===== src/rtl/core_ctrl_pkg.sv =====
// Shared definitions for the core_top stage sequencer: stage codes, FSM states
// and the stage-index to stage-code mapping.
package core_ctrl_pkg;

  localparam int NUM_STAGES = 8;

  localparam logic [3:0] S_IDLE   = 4'd0;
  localparam logic [3:0] S_Q_GEN  = 4'd1;
  localparam logic [3:0] S_K_GEN  = 4'd2;
  localparam logic [3:0] S_V_GEN  = 4'd3;
  localparam logic [3:0] S_ATT_QK = 4'd4;
  localparam logic [3:0] S_ATT_PV = 4'd5;
  localparam logic [3:0] S_PROJ   = 4'd6;
  localparam logic [3:0] S_FFN0   = 4'd7;
  localparam logic [3:0] S_FFN1   = 4'd8;

  typedef enum logic [2:0] {
    ST_IDLE,
    ST_PICK,
    ST_PUSH,
    ST_SETTLE,
    ST_START,
    ST_WAIT,
    ST_RETIRE
  } seq_state_e;

  // stage_en bit i selects stage code i+1
  function automatic logic [3:0] stage_code(input int idx);
    return 4'(idx + 1);
  endfunction

endpackage


===== src/rtl/stage_pick_pe.sv =====
// Lowest-set-bit priority encoder over the remaining enabled stages; returns
// whether any stage is left and the stage code of the lowest one.
module stage_pick_pe
  import core_ctrl_pkg::*;
(
  input  logic [NUM_STAGES-1:0] req,
  output logic                  found,
  output logic [3:0]            code
);

  always_comb begin
    found = 1'b0;
    code  = S_IDLE;
    // scan downward so the lowest set bit is the last one written
    for (int i = NUM_STAGES - 1; i >= 0; i--) begin
      if (req[i]) begin
        found = 1'b1;
        code  = stage_code(i);
      end
    end
  end

endmodule


===== src/rtl/core_stage_seq.sv =====
// Stage sequencer for core_top: walks the enabled stages in code order, issues
// control_state/update/start, times each stage and reports perf, timeout and done.
//
//  state     | meaning
//  ----------+----------------------------------------------------------
//  IDLE      | waiting for run; control_state parked at S_IDLE
//  PICK      | choose lowest remaining enabled stage, or retire if none
//  PUSH      | register control_state=code with a 1-cycle update pulse
//  SETTLE    | hold SETTLE_CYC idle cycles after the update
//  START     | start pulse visible, stage counter cleared
//  WAIT      | count cycles until finish or timeout
//  RETIRE    | control_state back to S_IDLE, busy low, done if clean
module core_stage_seq
  import core_ctrl_pkg::*;
#(
  parameter int SETTLE_CYC = 2,
  parameter int CNT_W      = 24,
  parameter int STATE_W    = 32
) (
  input  logic               clk,
  input  logic               rstn,
  input  logic               run,
  input  logic               abort,
  input  logic [7:0]         stage_en,
  input  logic [CNT_W-1:0]   timeout_cyc,
  output logic [STATE_W-1:0] control_state,
  output logic               control_state_update,
  output logic               start,
  input  logic               finish,
  output logic               busy,
  output logic [3:0]         cur_stage,
  output logic               perf_vld,
  output logic [3:0]         perf_stage,
  output logic [CNT_W-1:0]   perf_cnt,
  output logic               done,
  output logic               err_timeout
);

  localparam logic [3:0]       SETTLE_L = 4'(SETTLE_CYC);
  localparam logic [CNT_W-1:0] CNT_MAX  = '1;

  seq_state_e            state_q, state_d;
  logic [NUM_STAGES-1:0] en_q, en_d;
  logic [CNT_W-1:0]      tmo_q, tmo_d;
  logic [CNT_W-1:0]      cnt_q, cnt_d, cnt_inc;
  logic [3:0]            settle_q, settle_d;
  logic [3:0]            code_q, code_d;

  logic [3:0]            cs_q, cs_d;
  logic                  upd_q, upd_d;
  logic                  start_q, start_d;
  logic                  busy_q, busy_d;
  logic [3:0]            cur_q, cur_d;
  logic                  pv_q, pv_d;
  logic [3:0]            ps_q, ps_d;
  logic [CNT_W-1:0]      pc_q, pc_d;
  logic                  done_q, done_d;
  logic                  err_q, err_d;

  logic                  pick_found;
  logic [3:0]            pick_code;
  logic                  go_retire;
  logic                  retire_clean;

  stage_pick_pe u_pick (
    .req   (en_q),
    .found (pick_found),
    .code  (pick_code)
  );

  assign cnt_inc = (cnt_q == CNT_MAX) ? cnt_q : cnt_q + CNT_W'(1);

  always_comb begin
    state_d      = state_q;
    en_d         = en_q;
    tmo_d        = tmo_q;
    cnt_d        = cnt_q;
    settle_d     = settle_q;
    code_d       = code_q;
    cs_d         = cs_q;
    upd_d        = 1'b0;
    start_d      = 1'b0;
    busy_d       = busy_q;
    cur_d        = cur_q;
    pv_d         = 1'b0;
    ps_d         = ps_q;
    pc_d         = pc_q;
    done_d       = 1'b0;
    err_d        = err_q;
    go_retire    = 1'b0;
    retire_clean = 1'b0;

    if (abort && state_q != ST_IDLE && state_q != ST_RETIRE) begin
      go_retire = 1'b1;
    end else begin
      case (state_q)
        ST_IDLE: begin
          if (run && !abort) begin
            en_d    = stage_en;
            tmo_d   = timeout_cyc;
            err_d   = 1'b0;
            busy_d  = 1'b1;
            state_d = ST_PICK;
          end
        end
        ST_PICK: begin
          if (!pick_found) begin
            go_retire    = 1'b1;
            retire_clean = 1'b1;
          end else begin
            code_d  = pick_code;
            en_d    = en_q & (en_q - NUM_STAGES'(1));
            state_d = ST_PUSH;
          end
        end
        ST_PUSH: begin
          cs_d     = code_q;
          upd_d    = 1'b1;
          cur_d    = code_q;
          settle_d = '0;
          state_d  = ST_SETTLE;
        end
        ST_SETTLE: begin
          // start is registered on the way out so it shows during START
          if (settle_q == SETTLE_L) begin
            start_d = 1'b1;
            state_d = ST_START;
          end else begin
            settle_d = settle_q + 4'd1;
          end
        end
        ST_START: begin
          cnt_d   = '0;
          state_d = ST_WAIT;
        end
        ST_WAIT: begin
          cnt_d = cnt_inc;
          if (finish) begin
            pv_d    = 1'b1;
            ps_d    = code_q;
            pc_d    = cnt_inc;
            state_d = ST_PICK;
          end else if (tmo_q != '0 && cnt_inc == tmo_q) begin
            err_d     = 1'b1;
            go_retire = 1'b1;
          end
        end
        ST_RETIRE: state_d = ST_IDLE;
        default:   state_d = ST_IDLE;
      endcase
    end

    if (go_retire) begin
      state_d = ST_RETIRE;
      cs_d    = S_IDLE;
      upd_d   = 1'b1;
      busy_d  = 1'b0;
      cur_d   = S_IDLE;
      done_d  = retire_clean & ~err_d;
    end
  end

  always_ff @(posedge clk or negedge rstn) begin
    if (!rstn) begin
      state_q  <= ST_IDLE;
      en_q     <= '0;
      tmo_q    <= '0;
      cnt_q    <= '0;
      settle_q <= '0;
      code_q   <= S_IDLE;
      cs_q     <= S_IDLE;
      upd_q    <= 1'b0;
      start_q  <= 1'b0;
      busy_q   <= 1'b0;
      cur_q    <= S_IDLE;
      pv_q     <= 1'b0;
      ps_q     <= S_IDLE;
      pc_q     <= '0;
      done_q   <= 1'b0;
      err_q    <= 1'b0;
    end else begin
      state_q  <= state_d;
      en_q     <= en_d;
      tmo_q    <= tmo_d;
      cnt_q    <= cnt_d;
      settle_q <= settle_d;
      code_q   <= code_d;
      cs_q     <= cs_d;
      upd_q    <= upd_d;
      start_q  <= start_d;
      busy_q   <= busy_d;
      cur_q    <= cur_d;
      pv_q     <= pv_d;
      ps_q     <= ps_d;
      pc_q     <= pc_d;
      done_q   <= done_d;
      err_q    <= err_d;
    end
  end

  assign control_state        = {{(STATE_W-4){1'b0}}, cs_q};
  assign control_state_update = upd_q;
  assign start                = start_q;
  assign busy                 = busy_q;
  assign cur_stage            = cur_q;
  assign perf_vld             = pv_q;
  assign perf_stage           = ps_q;
  assign perf_cnt             = pc_q;
  assign done                 = done_q;
  assign err_timeout          = err_q;

endmodule

===== config.mk =====
export PLATFORM = sky130hd
export DESIGN_NAME = core_stage_seq
export DESIGN_NICKNAME = d
export VERILOG_FILES = /design/src/rtl/core_ctrl_pkg.sv /design/src/rtl/stage_pick_pe.sv /design/src/rtl/core_stage_seq.sv
export SDC_FILE = /design/constraint.sdc
export NUM_CORES = 1
export LEC_CHECK = 0
export CAP_MARGIN = 5
export CORE_UTILIZATION = 53
export DETAILED_ROUTE_END_ITERATION = 8
export PLACE_DENSITY = 0.76
export RECOVER_POWER = 25
export SLEW_MARGIN = 20
export SYNTH_ARGS = -nofsm -noshare
export SYNTH_HDL_FRONTEND = slang
export SYNTH_SLANG_ARGS = --single-unit

===== constraint.sdc =====
create_clock -name clk -period 5.8 [get_ports clk]
set_clock_uncertainty 0.1 [all_clocks]
set_input_delay 0.58 -clock clk [delete_from_list [all_inputs] [get_ports clk]]
set_output_delay 0.58 -clock clk [all_outputs]
set_load 0.05 [all_outputs]

# Word-level counts from Yosys, hierarchy flattened
# Index checks and enable logic that the tools add are counted.
[op_classes]
n_addsub = 3
eq_ne = 17
muxes = 59
bitwise = 4
n_reduce_logical = 23
[ops]
columns = ["operator", "count"]
rows = [
  ["4-bit 2-to-1 mux", 12],
  ["24-bit one-hot mux with 2 select lines", 1],
  ["1-bit 2-to-1 mux", 32],
  ["24-bit by 1-bit adder with 24-bit output, second input constant", 1],
  ["24-bit equality test", 1],
  ["24-bit equality test, second input constant", 1],
  ["24-bit 2-to-1 mux", 1],
  ["24-bit nonzero test", 1],
  ["3-bit 2-to-1 mux", 6],
  ["3-bit one-hot mux with 6 select lines", 1],
  ["8-bit 2-to-1 mux", 2],
  ["8-bit one-hot mux with 2 select lines", 1],
  ["3-bit inequality test, second input constant", 5],
  ["3-bit AND reduction", 5],
  ["2-bit nonzero test", 6],
  ["8-bit AND", 1],
  ["2-bit inequality test, second input constant", 4],
  ["4-bit one-hot mux with 2 select lines", 1],
  ["8-bit by 1-bit subtractor with 8-bit output, second input constant", 1],
  ["3-bit by 2-bit equality test with 1-bit output, second input constant", 2],
  ["3-bit equality test, second input constant", 2],
  ["5-bit AND reduction", 1],
  ["4-bit by 1-bit adder with 4-bit output, second input constant", 1],
  ["4-bit by 2-bit equality test with 1-bit output, second input constant", 1],
  ["10 further kinds", 16],
]
[totals]
regBits = 105
inputBits = 37
output_inout_bits = 70
word_cells = 121

# Logic depth before layout (Yosys ltp)
[logic_depth]
ltp_word = 13
mapped_depth = 12
depth_no_buf = 9

# By module
# Synthesis repeated with hierarchy kept, for this count alone.
[unflattened]
hier_cells = 702
area_unflattened_um2 = 6304.8
[modules_own_cells]
columns = ["mod", "instances", "cells_per_inst", "area_per_inst_um2", "seq_area_each_um2"]
rows = [
  ["core_stage_seq", 1, 688, 6216.0, 2627.5],
  ["stage_pick_pe", 1, 14, 88.8, 0.0],
]

# Worst setup path after synthesis
# Ideal clock, no wire load.
[synth_path]
path_type = "reg2reg"
start = "register cnt_q[1]"
end = "register cur_q[0] (netlist: cur_stage[0])"
setup_ns = 0.126
t_arrival_ns = 2.838
required_ns = 5.574
setup_slack_ns = 2.736
stages_incl_launch_ff = 11
path_buffers = 1
synth_period_minus_slack_ns = 3.064
path_cell_list = "dfrtp_1 > ha_1 > nand3_2 > nor3_1 > and2_1 > mux2i_1 > or4_1 > nor4_1 > and4_1 > buf_6 > o21ai_0"
[synth_via]
elab_chain_cells = 10
elab_cells_between_ends = 13
cone_classes = "1 x add/sub; 3 x eq/ne; 6 x mux; 3 x reduce/logical"
[synth_rtl]
columns = ["item", "line_no", "text"]
rows = [
  ["from (decl)", "core_stage_seq.sv:45", "logic [CNT_W-1:0] cnt_q, cnt_d, cnt_inc;"],
  ["from (signal assigned)", "core_stage_seq.sv:185", "cnt_q <= cnt_d;"],
  ["24-bit by 1-bit adder with 24-bit output / 24-bit equality test (equally long branches)", "core_stage_seq.sv:71", "assign cnt_inc = (cnt_q == CNT_MAX) ? cnt_q : cnt_q + CNT_W'(1);"],
  ["24-bit 2-to-1 mux *", "core_stage_seq.sv:71", ""],
  ["24-bit equality test *", "core_stage_seq.sv:143", "end else if (tmo_q != '0 && cnt_inc == tmo_q) begin"],
  ["1-bit logical AND *", "core_stage_seq.sv:143", ""],
  ["1-bit 2-to-1 mux *", "core_stage_seq.sv:143", ""],
  ["1-bit 2-to-1 mux *", "core_stage_seq.sv:138", "if (finish) begin"],
  ["1-bit one-hot mux with 2 select lines *", "core_stage_seq.sv:96", "case (state_q)"],
  ["1-bit 2-to-1 mux *", "core_stage_seq.sv:93", "if (abort && state_q != ST_IDLE && state_q != ST_RETIRE) begin"],
  ["2-bit inequality test (no source line) / 2-bit nonzero test (equally long branches)", "-", ""],
  ["2-bit AND reduction (no source line)", "-", ""],
  ["to (signal assigned)", "core_stage_seq.sv:192", "cur_q <= cur_d;"],
  ["to (decl)", "core_stage_seq.sv:53", "logic [3:0] cur_q, cur_d;"],
]
# Every way passes the cells marked *; elsewhere a longest branch is shown, timed or not.
# A chain may end at the register's enable or synchronous reset.

# Final worst setup path
[layout_path]
start = "register cnt_q[0]"
end = "register cur_q[1] (netlist: cur_stage[1])"
# Same word-level chain as after synthesis.

==> results.md <==
- Run status: finished, violations left
- Violated checks: capacitance limit, slew limit
- Crit path max fanout: 10
- DRT Pass-1 Iters: 5
- Finished Layout Cells: 950
- # IOs: 107
- Worst min-delay path category: flip-flop to flip-flop
- Share of layout cells above drive strength 1: under 10%
- Post-Syn Instances: about 760
- FFs w/ async S/R, synth: between 90% and 100%
- Crit path largest cell delay: a little over 0.8 ns
- CTS Hold Bufs: 0
- CTS H-tree lvls: 3
- Post-synth cell types: a little over 70
- Clock latency on the worst-skew pair: 0.36 ns
- DR vias: 5,761
- # resized after CTS: 0
- Fmax: about 0.25 GHz
- Syn_area_per_cell: approximately 8.3 µm²
- Hold_ws: about 0.38 ns
- Synthesized area: roughly 0.0063 mm²
- Power consumption: roughly 3400 µW
- DRC: 0
- Power per cell area: 469.7 mW/mm²
- Total die area: ~0.012 mm²
- Post-synthesis register bit count: 105
- Static Leak: approximately 0.0031 µW
- Final hold violation count: 0
- Ys Warns: 0
- Arrival time worst endpoint: around 4 ns
- Drt first-iter violations: 506
- Area Overhead vs Synth: 15.09%
- Antenna violations before repair: 0
- CTS Buf Count: 9
- Die Y: between 100 and 150 µm
- Family with the most delay on the worst path: simple AND/OR/NAND/NOR gates
- Final WL: between 15 and 20 mm
- CTS tree: done
- Highest-delay cell along the critical path: nor3_1
- Inst Count DP: 934
- # Post-CTS Setup Buffers: 0
- Final Wtd Congestion: around 1.0
- CP cell instances: ha_1 > nand3_2 > nor3_1 > and2_1 > mux2i_1 > or4_1 > nor4_1 > and4_1 > o21ai_0
- Total congestion overflow: 0
- # rows: 39
- Register area share after synthesis: a little over two fifths
- Crit path capture type: flip-flop
- Core area: about 0.011 mm²
- First-pass GRT wire length: ~30 mm
- Setup crit start kind: flip-flop
- Nets: ~840
- TNS Setup: 0 ns
- # setup viols final: 0
- Maximum root-to-sink buffer count: 2
- Max Cap Violations: 1
- Final Critical Period: between 3 and 4 ns
- WP buf/inv: 0
- Initial core utilization: 54.72%
- Final Max Tran Viols: 53
- Setup Crit Path Kind: flip-flop to flip-flop
- Worst slew margin: -85.84%
- Antenna Cells: 0
- Reg clk slew, reported paths: approximately 0.08 ns
- Data required, critical path: roughly 5.9 ns
- Wirelength per Cell: between 15 and 20 µm
- Post-route antenna net violation count: 0
- Period Utilization, post-route: 68.60%
- EDFF count, synth: 0
- VDD IR max: around 400 µV
- Largest net degree at the start of global routing: 55
- Main flop type after synthesis: dfrtp_1
- Chip width: around 110 µm
- Vias in the first global route: between 5k and 6k
- Unrepaired setup endpoints after global routing: no
- Number of buffers added on ports: slightly below 80
- Worst-Margin Slew: about 2.8 ns
- HPWL Detailed: between 10 and 15 mm
- Clock root buffer: clkbuf_16
- Sink Count: ~110
- Via-per-instance ratio: slightly above 6
- All-Layer GR Usage: a little under a third
## layout make-up
class	instances	area, µm²
Inverter	17	63.81
Timing Repair Buffer	84	817.0
Clock buffer	11	242.7
Tap cell	143	178.9
Clock inverter	5	47.55
Multi-Input combinational cell	585	3244
Fill cell	990	4245
Sequential cell	105	2628
## worst paths after layout
kind                                              start                  endpoint  slack [ns]  cells past startpoint
worst max-delay path               cnt_q[0]$_DFFE_PN0P_  cur_stage[1]$_DFFE_PN0P_        1.82                      9
worst min-delay path            perf_cnt[2]$_DFFE_PN0P_   perf_cnt[2]$_DFFE_PN0P_        0.38                      2
worst max register to register     cnt_q[0]$_DFFE_PN0P_  cur_stage[1]$_DFFE_PN0P_        1.82                      9
worst min register to register  perf_cnt[2]$_DFFE_PN0P_   perf_cnt[2]$_DFFE_PN0P_        0.38                      2
max in group asynchronous                          rstn      cnt_q[8]$_DFFE_PN0P_        2.08                      2
min in group asynchronous                          rstn   perf_cnt[7]$_DFFE_PN0P_        1.01                      1
## cell usage in the layout (no fill, tap or decap), types with 15 or more instances in the layout
cell type        instances
nand3_1                 29
o21ai_0                 69
conb_1                  28
clkdlybuf4s50_1         76
nand2_1                167
nor2_1                  47
nor3_1                  20
dfrtp_1                105
a21oi_1                 30
inv_1                   16
xnor2_1                 15
## kinds of logic after synthesis
| group | synth area share, % |
|---|---|
| mux | 1.436 |
| fa+ha+maj | 0.5983 |
| other cells | 0.05976 |
| flops | 41.87 |
| simple gates | 27.38 |
| compound gates | 17.11 |
| buf+inv | 8.116 |
| xor+xnor | 3.430 |
## worst min-delay path, cell delays in order (launching register included)
cell and delay, ns:
dfrtp_1 0.34, nand2_1 0.04, o21ai_0 0.06
## flip-flops by register name, summed over array words and instances, names as in the netlist, 3 cells and up
register,cells
cnt_q,24
perf_cnt,24
tmo_q,24
en_q,8
code_q,4
cur_stage,4
perf_stage,4
settle_q,4
state_q,3
## Yosys cell counts, drive strengths merged (7+ instances only)
cell / number / area [µm²]
a21oi: 30 / 150.1
a22o: 12 / 106.4
a31oi: 10 / 62.56
buf: 45 / 317.8
clkbuf: 33 / 127.6
dfrtp: 105 / 2628
inv: 17 / 63.81
mux2i: 9 / 90.09
nand2: 167 / 626.9
nand2b: 9 / 56.30
nand3: 30 / 155.1
nand4: 14 / 115.1
nor2: 48 / 182.7
nor3: 22 / 115.1
nor4: 16 / 121.4
o21ai: 69 / 345.3
or3: 8 / 50.05
xnor2: 15 / 131.4
xor2: 7 / 61.31
## per-layer routing
| layer | global-route usage [%] | vias to the layer above | share of wire (%) |
|---|---|---|---|
| met3 | 5.850 | 38 | 6.3 |
| met5 | 0 | - | 0 |
| met1 | 41.46 | 2794 | 43 |
| li1 | - | 2691 | - |
| met2 | 49.32 | 238 | 47 |
| met4 | 12.44 | 0 | 3.5 |
## power by group
group          total, µW  switching, µW  internal, µW
registers           1290            339           956
clock network        594            284           310
logic               1500            987           517
total               3390           1610          1780
## through the flow
| stage | utilization [%] | setup slack (ns) | area, µm² |
|---|---|---|---|
| CTS | 63.03 | 1.920 | 7228 |
| detailed placement | 60.50 | 1.943 | 6938 |
| floorplan | - | 2.736 | 6376 |
| global route | 62.98 | 1.412 | 7222 |
| finish | 62.98 | 1.821 | 7222 |
| global placement | 60.50 | 2.064 | 6938 |
Power figures use the tool's default switching activity.
